<file path="config.mk">
export PLATFORM = sky130hd
export DESIGN_NAME = mod_conversor_bcd_flat
export DESIGN_NICKNAME = d
export VERILOG_FILES = /design/src/rtl/mod_conversor_bcd_pkg.sv /design/src/rtl/mod_conversor_bcd_if.sv /design/src/rtl/mod_conversor_bcd_add3.sv /design/src/rtl/mod_conversor_bcd.sv /design/src/flat_wrapper.sv
export SDC_FILE = /design/constraint.sdc
export NUM_CORES = 1
export LEC_CHECK = 0
export ABC_CLOCK_PERIOD_IN_PS = 1580
export CAP_MARGIN = 20
export CORE_MARGIN = 1
export CORE_UTILIZATION = 48
export CTS_CLUSTER_DIAMETER = 120
export DETAILED_ROUTE_END_ITERATION = 7
export PLACE_DENSITY = 0.72
export SKIP_CTS_REPAIR_TIMING = 1
export SLEW_MARGIN = 10
export SYNTH_ARGS = -nofsm -noshare
export SYNTH_HDL_FRONTEND = slang
export SYNTH_SLANG_ARGS = --single-unit
</file>
<file path="constraint.sdc">
create_clock -name clk -period 1.58 [get_ports clk]
set_input_delay 0.316 -clock clk [delete_from_list [all_inputs] [get_ports clk]]
set_output_delay 0.316 -clock clk [all_outputs]
set_load 0.01 [all_outputs]
</file>
<file path="src/rtl/mod_conversor_bcd_pkg.sv">
// Shared sizing, FSM encoding and sign/magnitude helper for the 6-bit
// two's-complement to BCD converter.
package mod_conversor_bcd_pkg;

  localparam int DATA_WIDTH  = 6;
  localparam int BCD_DIGITS  = 2;
  localparam int SHIFT_COUNT = 6;
  localparam int BCD_W       = 4 * BCD_DIGITS;
  localparam int CNT_W       = 3;

  localparam logic [CNT_W-1:0] SHIFT_LAST = CNT_W'(SHIFT_COUNT - 1);

  localparam logic [1:0] ST_IDLE  = 2'd0;
  localparam logic [1:0] ST_SHIFT = 2'd1;
  localparam logic [1:0] ST_DONE  = 2'd2;

  // Unsigned 6-bit result keeps -32 as 32 instead of wrapping to 0.
  function automatic logic [DATA_WIDTH-1:0] magnitude_of(
    input logic [DATA_WIDTH-1:0] d,
    input logic                  neg
  );
    return neg ? (~d + DATA_WIDTH'(1)) : d;
  endfunction

endpackage

</file>
<file path="src/rtl/mod_conversor_bcd_if.sv">
// Request/result bundle between the ALU side and the BCD converter.
interface mod_conversor_bcd_if;
  import mod_conversor_bcd_pkg::*;

  logic                  start;
  logic [DATA_WIDTH-1:0] dato;
  logic                  signed_mode;
  logic                  busy;
  logic                  done;
  logic                  signo;
  logic [3:0]            decenas;
  logic [3:0]            unidades;

  modport master (
    output start, dato, signed_mode,
    input  busy, done, signo, decenas, unidades
  );

  modport slave (
    input  start, dato, signed_mode,
    output busy, done, signo, decenas, unidades
  );

endinterface

</file>
<file path="src/rtl/mod_conversor_bcd_add3.sv">
// Double-dabble digit correction: a nibble of 5 or more gets +3 so the
// following left shift carries correctly into the next decimal digit.
module bcd_add3_adjust (
  input  logic [3:0] i_nibble,
  output logic [3:0] o_nibble
);

  assign o_nibble = (i_nibble >= 4'd5) ? (i_nibble + 4'd3) : i_nibble;

endmodule

</file>
<file path="src/rtl/mod_conversor_bcd.sv">
// Sequential two's-complement/unsigned to sign + two-digit BCD converter
// using a 6-step double-dabble over a {BCD, magnitude} scratch register.
module mod_conversor_bcd
  import mod_conversor_bcd_pkg::*;
(
  input  logic                clk,
  input  logic                reset,
  mod_conversor_bcd_if.slave  bus
);

  logic [1:0]                  r_state;
  logic [CNT_W-1:0]            r_cnt;
  logic                        r_sign;
  logic [DATA_WIDTH-1:0]       r_mag;
  logic [BCD_W-1:0]            r_bcd;
  logic                        r_signo;
  logic [3:0]                  r_decenas;
  logic [3:0]                  r_unidades;

  logic                        w_neg;
  logic [BCD_W-1:0]            w_adj;
  logic [BCD_W+DATA_WIDTH-1:0] w_shift;

  for (genvar g = 0; g < BCD_DIGITS; g++) begin : g_digit
    bcd_add3_adjust u_adj (
      .i_nibble (r_bcd[4*g +: 4]),
      .o_nibble (w_adj[4*g +: 4])
    );
  end

  // Corrected digits and remaining magnitude shift as one vector.
  assign w_shift = {w_adj, r_mag} << 1;
  assign w_neg   = bus.signed_mode & bus.dato[DATA_WIDTH-1];

  always_ff @(posedge clk or posedge reset) begin
    if (reset) begin
      r_state    <= ST_IDLE;
      r_cnt      <= '0;
      r_sign     <= 1'b0;
      r_mag      <= '0;
      r_bcd      <= '0;
      r_signo    <= 1'b0;
      r_decenas  <= '0;
      r_unidades <= '0;
    end else begin
      case (r_state)
        ST_IDLE: begin
          if (bus.start) begin
            r_sign  <= w_neg;
            r_mag   <= magnitude_of(bus.dato, w_neg);
            r_bcd   <= '0;
            r_cnt   <= '0;
            r_state <= ST_SHIFT;
          end
        end
        ST_SHIFT: begin
          r_bcd <= w_shift[BCD_W+DATA_WIDTH-1:DATA_WIDTH];
          r_mag <= w_shift[DATA_WIDTH-1:0];
          r_cnt <= r_cnt + CNT_W'(1);
          if (r_cnt == SHIFT_LAST) begin
            r_state    <= ST_DONE;
            r_signo    <= r_sign;
            r_decenas  <= w_shift[BCD_W+DATA_WIDTH-1:DATA_WIDTH+4];
            r_unidades <= w_shift[DATA_WIDTH+3:DATA_WIDTH];
          end
        end
        ST_DONE:  r_state <= ST_IDLE;
        default:  r_state <= ST_IDLE;
      endcase
    end
  end

  assign bus.busy     = (r_state != ST_IDLE);
  assign bus.done     = (r_state == ST_DONE);
  assign bus.signo    = r_signo;
  assign bus.decenas  = r_decenas;
  assign bus.unidades = r_unidades;

endmodule

</file>
<file path="src/flat_wrapper.sv">
// flat-port wrapper written by rule: the top's interface ports become plain ports
module mod_conversor_bcd_flat import mod_conversor_bcd_pkg::*;
  (clk, reset, bus_start, bus_dato, bus_signed_mode, bus_busy, bus_done, bus_signo, bus_decenas, bus_unidades);
  mod_conversor_bcd_if bus_i ();
  input  logic clk;
  input  logic reset;
  input wire logic [$bits(bus_i.start)-1:0] bus_start;
  input wire logic [$bits(bus_i.dato)-1:0] bus_dato;
  input wire logic [$bits(bus_i.signed_mode)-1:0] bus_signed_mode;
  output wire logic [$bits(bus_i.busy)-1:0] bus_busy;
  output wire logic [$bits(bus_i.done)-1:0] bus_done;
  output wire logic [$bits(bus_i.signo)-1:0] bus_signo;
  output wire logic [$bits(bus_i.decenas)-1:0] bus_decenas;
  output wire logic [$bits(bus_i.unidades)-1:0] bus_unidades;
  assign bus_i.start = bus_start;
  assign bus_i.dato = bus_dato;
  assign bus_i.signed_mode = bus_signed_mode;
  assign bus_busy = bus_i.busy;
  assign bus_done = bus_i.done;
  assign bus_signo = bus_i.signo;
  assign bus_decenas = bus_i.decenas;
  assign bus_unidades = bus_i.unidades;
  mod_conversor_bcd u_core (.clk(clk), .reset(reset), .bus(bus_i));
endmodule
</file>
# After elaboration in Yosys (flattened, before gate mapping)
# Cells that the tools add are included.
dict set report classes {
  addsub 4
  magnitude_cmp 2
  eq_ne 5
  muxes 12
  bitwise 2
  n_reduce_logical 7
}
# cell count
set ops {}
lappend ops {{case mux 8 bit (2 select lines)} 1}
lappend ops {{2-to-1 mux 6 bit} 2}
lappend ops {{case mux 6 bit (2 select lines)} 1}
lappend ops {{>= comparator 4 x 3 -> 1 bit, second input constant} 2}
lappend ops {{2-to-1 mux 8 bit} 1}
lappend ops {{AND reduction 2 bit} 4}
lappend ops {{adder 6 x 1 -> 6 bit, second input constant} 1}
lappend ops {{2-to-1 mux 3 bit} 2}
lappend ops {{inverter 6 bit} 1}
lappend ops {{case mux 3 bit (2 select lines)} 1}
lappend ops {{adder 4 x 2 -> 4 bit, second input constant} 1}
lappend ops {{2-to-1 mux 2 bit} 2}
lappend ops {{2-to-1 mux 4 bit} 1}
lappend ops {{case mux 2 bit (2 select lines)} 1}
lappend ops {{nonzero test 2 bit} 2}
lappend ops {{adder 3 x 1 -> 3 bit, second input constant} 1}
lappend ops {{adder 3 x 2 -> 3 bit, second input constant} 1}
lappend ops {{== test 3 bit, second input constant} 1}
lappend ops {{== test 2 x 1 -> 1 bit, second input constant} 1}
lappend ops {{== test 2 bit, second input constant} 1}
lappend ops {{zero test 2 bit} 1}
lappend ops {{!= test 2 x 1 -> 1 bit, second input constant} 1}
lappend ops {{!= test 2 bit, second input constant} 1}
lappend ops {{bitwise AND 1 bit} 1}
dict set report totals {
  reg_bits 29
  inputBits 10
  output_inout_bits 11
  elab_cells 40
}

# Depth between registers and ports, before layout
# Gate-level depths: netlist of the first run.
dict set report logic_depth {
  word_depth 5
  depth_mapped 6
  mapped_depth_nobuf 6
}

# Cells and area by module
# Synthesis of the first run repeated with hierarchy kept, for this count alone.
dict set report hier_totals {
  cells_unflattened 133
  area_unflattened_um2 1448.9
}
# module instances cells_each area_per_inst_um2 seq_area_each_um2
set by_module_without_submodules {}
lappend by_module_without_submodules {mod_conversor_bcd 1 101 1246.2 725.7}
lappend by_module_without_submodules {bcd_add3_adjust 2 16 101.3 0.0}

# Worst setup path after synthesis of the first run
# No wires, ideal clock.
dict set report synth_timing {
  path_kind {register to register}
  startpoint {reg u_core.r_bcd[0]}
  endpoint {reg u_core.r_bcd[2]}
  setup_time_ps 83
  arrival_ps 1455
  required_ps 1497
  path_slack_ps 42
  stages_incl_launch_ff 7
  n_path_buf 0
  synth_period_minus_slack_ps 1538
  cell_sequence {dfrtp_1 -> inv_1 -> ha_1 -> nand2b_1 -> a21oi_1 -> mux2_2 -> o21ai_0}
}
dict set report synth_via {
  elab_chain_cells 3
  elab_cells_between_ends 4
  cone_classes {1 x add/sub; 1 x order compare; 2 x mux}
}
# item line_no
set synth_lines {}
lappend synth_lines {{start, declared} mod_conversor_bcd.sv:15} ;# logic [BCD_W-1:0] r_bcd;
lappend synth_lines {{start signal, assigned} mod_conversor_bcd.sv:57} ;# r_bcd <= w_shift[BCD_W+DATA_WIDTH-1:DATA_WIDTH];
lappend synth_lines {{adder 4 x 2 -> 4 bit or >= comparator 4 x 3 -> 1 bit (tied branches)} mod_conversor_bcd_add3.sv:8} ;# assign o_nibble = (i_nibble >= 4'd5) ? (i_nibble + 4'd3) : i_nibble;
lappend synth_lines {{2-to-1 mux 4 bit (*)} mod_conversor_bcd_add3.sv:8}
lappend synth_lines {{case mux 8 bit (2 select lines) (*)} mod_conversor_bcd.sv:46} ;# case (r_state)
# Mark *: on every way between the ends. The rest lies on a longest branch, timed or not.
# A chain may end at the register's enable or synchronous reset.

# Worst setup path in the final report of the first run
dict set report layout_timing {
  startpoint {reg u_core.r_state[0]}
  endpoint {reg u_core.r_bcd[3]}
}
dict set report layout_via {
  elab_chain_cells 3
  elab_cells_between_ends 6
  cone_classes {2 x eq/ne; 1 x mux; 3 x reduce/logical}
}
# item line_no
set layout_lines {}
lappend layout_lines {{start, declared} mod_conversor_bcd.sv:11} ;# logic [1:0] r_state;
lappend layout_lines {{start signal, assigned} mod_conversor_bcd.sv:37} ;# r_state <= ST_IDLE;
lappend layout_lines {{start signal, assigned} mod_conversor_bcd.sv:53} ;# r_state <= ST_SHIFT;
lappend layout_lines {{start signal, assigned} mod_conversor_bcd.sv:61} ;# r_state <= ST_DONE;
lappend layout_lines {{== test 2 x 1 -> 1 bit or zero test 2 bit (tied branches)} mod_conversor_bcd.sv:46}
lappend layout_lines {{nonzero test 2 bit (no line) or != test 2 bit (tied branches)} --}
lappend layout_lines {{AND reduction 2 bit (no line)} --}
# Parallel ways exist; a longest one is shown, timed or not.

==> results of run 1 <==
==> through the flow <==
| step | setup slack, ps | cells | util, % | cell area [µm²] |
|---|---|---|---|---|
| floorplan | 42.2 | 144 | - | 1480 |
| global placement | 11.4 | 203 | 62.9 | 1780 |
| detailed placement | -27.5 | 203 | 62.9 | 1780 |
| CTS | -337 | 211 | 66.6 | 1880 |
| global route | -38.4 | 213 | 68.6 | 1940 |
| finish | 34.2 | 213 | 68.6 | 1940 |
==> cells by family after synthesis <==
logic type,Yosys count
AOI/OAI and AO/OA,40
and+or+nand+nor,39
DFF,29
buffers and inverters,16
muxes,8
adders and majority gates,7
xor gates and xnor gates,5
==> power groups by stage <==
stage | clock network, mW | logic [mW] | registers, mW
2_1_floorplan | 0 | 1.16 | 1.30
3_3_place_gp | 0 | 1.71 | 1.32
3_5_place_dp | 0 | 1.78 | 1.34
4_1_cts | 0.767 | 1.80 | 1.33
5_1_grt | 0.787 | 2.02 | 1.39
6_report | 0.758 | 1.86 | 1.35
==> state kept, by name, summed over array words and instances (netlist names) <==
name / count
u_core.bus.signo: 1
u_core.bus.decenas: 4
u_core.r_mag: 6
u_core.r_bcd: 8
u_core.r_sign: 1
u_core.r_cnt: 3
u_core.r_state: 2
u_core.bus.unidades: 4
==> cells in the mapped netlist, drive strengths merged <==
cell type | count | area share, %
nor3 | 2 | 0.68
nor2 | 10 | 2.7
nand2b | 3 | 1.3
mux2 | 5 | 4.3
buf | 5 | 2.5
nand2 | 15 | 3.8
a31oi | 2 | 0.85
o21ai | 17 | 6.8
a22o | 1 | 0.59
xnor2 | 5 | 3.0
nor3b | 3 | 1.5
nor2b | 2 | 1.4
a21oi | 8 | 2.7
mux2i | 3 | 2.0
dfrtp | 29 | 49
a2bb2oi | 1 | 0.59
o31ai | 2 | 1.0
a32o | 1 | 0.68
ha | 7 | 5.9
and2 | 1 | 0.42
inv | 11 | 2.8
o22ai | 6 | 2.5
nor4 | 1 | 0.42
or2 | 1 | 0.42
a22oi | 2 | 1.0
nand3 | 1 | 1.2
==> worst max-delay path by stage <==
stage	end	slack (ps)	depth (start not counted)
2_1_floorplan	u_core.r_bcd[2]$_DFFE_PP0P_	40	6
3_3_place_gp	u_core.r_mag[4]$_DFFE_PP0P_	10	6
3_5_place_dp	u_core.r_mag[4]$_DFFE_PP0P_	-30	6
4_1_cts	bus_done	-340	2
5_1_grt	u_core.r_bcd[3]$_DFFE_PP0P_	-40	5
6_report	u_core.r_bcd[3]$_DFFE_PP0P_	30	5
==> layout make-up <==
cell class	count	area (µm²)
sequential	29	728
inverter	11	41.3
clock buffer	5	37.5
multi-input combinational	99	694
tap	31	38.8
timing repair buffer	35	335
clock inverter	3	65.1
fill	219	888
==> critical path: cells and delay by family (launching register included) <==
family,cells,cell delay [ps]
buffers and inverters,2,360
and+or+nand+nor,1,140
DFF,1,450
AOI/OAI and AO/OA,2,530
==> layer usage <==
| metal | up-vias | wire length [µm] | global-route usage (%) |
|---|---|---|---|
| met5 | - | 0 | 0 |
| met4 | 0 | 47 | 9.41 |
| met3 | 4 | 168 | 6.12 |
| met2 | 36 | 1790 | 37.0 |
| met1 | 566 | 1190 | 20.7 |
| li1 | 574 | - | - |
==> impl_metrics.csv, run 1 <==
group,metric,value,unit
synth,avgSynthCellArea,10.3,µm²
synth,synth-simple-area-share,13.8,%
synth,synthXorXnorAreaFrac,2.96,%
global_route,grt_pass1_vias,1125,
sta,finalSetupViolations,0,
sta,fin_skew,8.53,ps
detailed_routing,drt-initial-drc-count,51,
sta,period_share,97.8,%
critical_path,reg2reg_from,"u_core.r_state[0]$_DFFE_PP0P_",
detailed_routing,drtPass1Iterations,7,
synth,synth_mux_area_share,6.34,%
critical_path,ff2ff_setup_slack,30,ps
power_and_ir_drop,p_seq_share,34.0,%
synth,syn-cell-area,1480,µm²
die,die_w,57.5,µm
clock_tree,cts_buffers,5,
placement,place.gp.congestion,0.767,
clock_tree,clockBufferDepth,2,
worst_hold_path,hold_class,"in -> async",
critical_path,crit_path_start,"u_core.r_state[0]$_DFFE_PP0P_",
sta,tightest_slew,366,ps
global_route,grt_pass1_wl,4.79,mm
critical_path,worstPathMaxFanout,8,
critical_path,end_kind,"register",
sta,fin_hold_ws,352,ps
synth,ys_warn_count,0,
layout,drive_above_1_share,24.7,%
global_route,overflow,0,
critical_path,slowest_stage,"dfrtp_2",
power_and_ir_drop,intPower,2.50,mW
power_and_ir_drop,swShare,37.1,%
clock_tree,cts.sinks,29,
synth,synthAdderAreaFrac,5.92,%
synth,synth_top_family_by_area,"compound AO/OA/AOI/OAI gates",
synth,syn_nets,161,
sta,finalHoldViolations,0,
critical_path,max_stage_delay,450,ps
power_and_ir_drop,pwr-share-clk,19.1,%
die,die_y,57.5,µm
clock_tree,clk_pin_slew,100,ps
synth,synth_compound_area_share,16.7,%
sta,slew_headroom,75.4,%
critical_path,reg2reg_to,"u_core.r_bcd[3]$_DFFE_PP0P_",
critical_path,start_kind,"register",
synth,ys_ff_latch,29,
die,core_area,2830,µm²
run,drv_cap,0,
layout,antennaDiodeCount,0,
detailed_routing,vias,1180,
critical_path,cp.required,1850,ps
detailed_routing,drc_errors,3,
power_and_ir_drop,comb_power_share,46.8,%
clock_tree,htree_levels,2,
detailed_routing,wire_per_inst,15.0,µm
status,status,"complete, but fails checks",
power_and_ir_drop,p_leak,1.00,nW
synth,netlist_instances,144,
clock_tree,clock_latency,330,ps
placement,io_buffers,20,
critical_path,crit_chain,"buf_4, nand2b_1, buf_4, o31ai_1, a32o_1",
detailed_routing,wirelength,3.20,mm
clock_tree,root_buffer,"clkbuf_4",
global_route,antenna_found_initial,0,
die,die_area,3310,µm²
power_and_ir_drop,power_switching,1.47,mW
layout,syn2layout_area_growth,31.1,%
critical_path,critical_path_arrival,1820,ps
placement,dp_hpwl,2.22,mm
die,start_util,52.3,%
synth,synth.distinct_cells,33,
layout,layout.nets,198,
layout,mostFrequentLayoutCells,"27 x dfrtp_1, 15 x nand2_1, 15 x buf_4",
detailed_routing,ant_nets,0,
power_and_ir_drop,power,3.96,mW
die,io_pins,21,
power_and_ir_drop,vdd_ir_drop_max,0.00144,V
detailed_routing,drt-vias-per-instance,5.54,
critical_path,r2r_cells,5,
sta,fmax,0.647,GHz
global_route,grt_max_degree,30,
clock_tree,cts_tree,"done",
critical_path,crit_top_cell,"buf_4",
sta,slew_violations,0,
layout,final_common_cell,"dfrtp_1",
critical_path,crit_type,"reg -> reg",
status,violations,"design-rule violations",
global_route,grt_usage,20.2,%
synth,seq_area_frac_synth,49.0,%
power_and_ir_drop,cellPowerDensity,2040,nW/µm²
sta,final.min_clock_period,1550,ps
die,fp-row-count,19,
sta,finalSetupTns,0,ps
Power figures use the tool's default switching activity.
==> run 2: changes to the inputs <==
Settings changed: ABC_CLOCK_PERIOD_IN_PS 1580 to not set.
==> results of run 2 <==
The final DEF is identical to that of run 1; final timing and power are the same.
==> run 3: changes to the inputs <==
Settings changed: REMOVE_ABC_BUFFERS set to 1.
==> impl_metrics.csv, run 3 (synthesis results as in run 1) <==
group,metric,value,unit
status,status,"complete, but fails checks",
status,violations,"design-rule violations",
layout,antennaDiodeCount,0,
die,io_pins,21,
critical_path,slowest_stage,"clkdlybuf4s50_1",
die,die_area,3310,µm²
power_and_ir_drop,swShare,36.1,%
detailed_routing,wirelength,3.09,mm
critical_path,crit_chain,"clkdlybuf4s50_1",
power_and_ir_drop,comb_power_share,48.2,%
clock_tree,cts_buffers,5,
layout,final_common_cell,"dfrtp_1",
sta,setup_slack,45.0,ps
sta,rsz0062_at_grt,"yes",
placement,pre_cts_slack,-55.6,ps
sta,period_share,97.2,%
critical_path,start_kind,"register",
layout,num-fill-cells,223,
power_and_ir_drop,cellPowerDensity,2040,nW/µm²
layout,drive_above_1_share,26.3,%
die,die_y,57.5,µm
detailed_routing,drc_errors,1,
global_route,antenna_found_initial,0,
critical_path,reg2reg_to,"u_core.bus.signo$_DFFE_PP0P_",
global_route,overflow,0,
clock_tree,clockBufferDepth,2,
placement,dp_hpwl,2.35,mm
layout,syn2layout_area_growth,34.2,%
placement,place.gp.congestion,0.800,
critical_path,end_kind,"output port",
sta,tightest_slew,362,ps
critical_path,r2r_cells,4,
clock_tree,clock_latency,340,ps
sta,finalSetupViolations,0,
sta,fin_skew,13.6,ps
layout,top_regs,"u_core.r_bcd x8, u_core.r_mag x6",
critical_path,ff2ff_setup_slack,80,ps
critical_path,critical_path_arrival,1220,ps
power_and_ir_drop,power_switching,1.46,mW
critical_path,max_stage_delay,530,ps
clock_tree,cts.sinks,29,
layout,post-route-util,70.2,%
detailed_routing,vias,1179,
detailed_routing,drtPass1Iterations,6,
detailed_routing,ant_nets,0,
clock_tree,cts_tree,"done",
power_and_ir_drop,p_seq_share,33.1,%
detailed_routing,drt-vias-per-instance,5.43,
critical_path,crit_type,"reg -> out",
sta,slew_headroom,75.9,%
die,start_util,52.3,%
clock_tree,htree_levels,2,
layout,layout.nets,202,
die,die_w,57.5,µm
clock_tree,clk_pin_slew,100,ps
layout,regMostFlops,"u_core.r_bcd",
layout,mostFrequentLayoutCells,"27 x dfrtp_1, 18 x buf_4, 15 x nand2_1",
clock_tree,root_buffer,"clkbuf_4",
critical_path,crit_family,"buffers and inverters",
global_route,grt_pass1_wl,5.18,mm
run,drv_cap,0,
critical_path,crit_buf_inv,1,
power_and_ir_drop,intPower,2.59,mW
power_and_ir_drop,p_leak,1.02,nW
sta,fmax,0.651,GHz
critical_path,worstPathMaxFanout,2,
sta,final.min_clock_period,1540,ps
power_and_ir_drop,pwr-share-clk,18.6,%
power_and_ir_drop,vdd_ir_drop_max,0.00128,V
placement,io_buffers,20,
sta,finalHoldViolations,0,
global_route,grt_usage,21.4,%
critical_path,reg2reg_from,"u_core.r_state[1]$_DFFE_PP0P_",
detailed_routing,wire_per_inst,14.2,µm
global_route,grt_pass1_vias,1286,
detailed_routing,drt-initial-drc-count,23,
global_route,grt_max_degree,30,
die,fp-row-count,19,
sta,slew_violations,0,
critical_path,cp.required,1260,ps
worst_hold_path,hold_class,"in -> async",
die,core_area,2830,µm²
layout,largest_reg_flops,8,
[run 3: routing by layer]
metal / share of wire, % / track usage [%] / up-vias / wire (µm)
li1: - / - / 581 / -
met2: 54 / 40.4 / 35 / 1680
met3: 4.7 / 7.71 / 6 / 146
met5: 0 / 0 / - / 0
met1: 39 / 19.8 / 557 / 1200
met4: 1.9 / 10.8 / 0 / 59
[run 3: metrics by stage]
| step | instance area [µm²] | setup TNS, ps | hold slack (ps) | power (mW) | std cells |
|---|---|---|---|---|---|
| after detailed placement | 1820 | -95.8 | 466 | 3.20 | 208 |
| after floorplan | 1440 | 0 | 394 | 2.40 | 139 |
| after CTS | 1920 | -767 | 352 | 3.97 | 216 |
| final | 1990 | 0 | 347 | 4.05 | 217 |
| after global routing | 1990 | -1.82 | 374 | 4.34 | 217 |
| after global placement | 1820 | 0 | 460 | 3.10 | 208 |
[run 3: area by class of cell]
cell class | instances | area [µm²] | area share (%)
Clock buffer | 5 | 37.5 | 1.89
Clock inverter | 3 | 65.1 | 3.28
Inverter | 11 | 41.3 | 2.08
Multi-Input combinational cell | 99 | 708 | 35.7
Sequential cell | 29 | 728 | 36.7
Tap cell | 31 | 38.8 | 1.95
Timing Repair Buffer | 39 | 367 | 18.5
[run 3: power groups by stage]
stage	registers, mW	clock network, mW	logic, mW
after floorplan	1.34	0	1.06
after global placement	1.32	0	1.78
after detailed placement	1.34	0	1.87
after CTS	1.32	0.773	1.87
after global routing	1.39	0.794	2.16
final	1.34	0.756	1.96
[run 3: how the worst max path moves through the flow]
stage	startpoint	endpoint	slack (ps)	cells after the start
floorplan	u_core.r_bcd[0]$_DFFE_PP0P_	u_core.r_bcd[2]$_DFFE_PP0P_	40	6
global placement	bus_dato[0]	u_core.r_mag[4]$_DFFE_PP0P_	20	6
detailed placement	bus_dato[0]	u_core.r_mag[4]$_DFFE_PP0P_	-60	6
CTS	u_core.r_state[1]$_DFFE_PP0P_	bus_done	-360	2
global route	u_core.r_state[1]$_DFFE_PP0P_	u_core.bus.decenas[1]$_DFFE_PP0P_	-2	6
finish	u_core.bus.decenas[2]$_DFFE_PP0P_	bus_decenas[2]	40	1
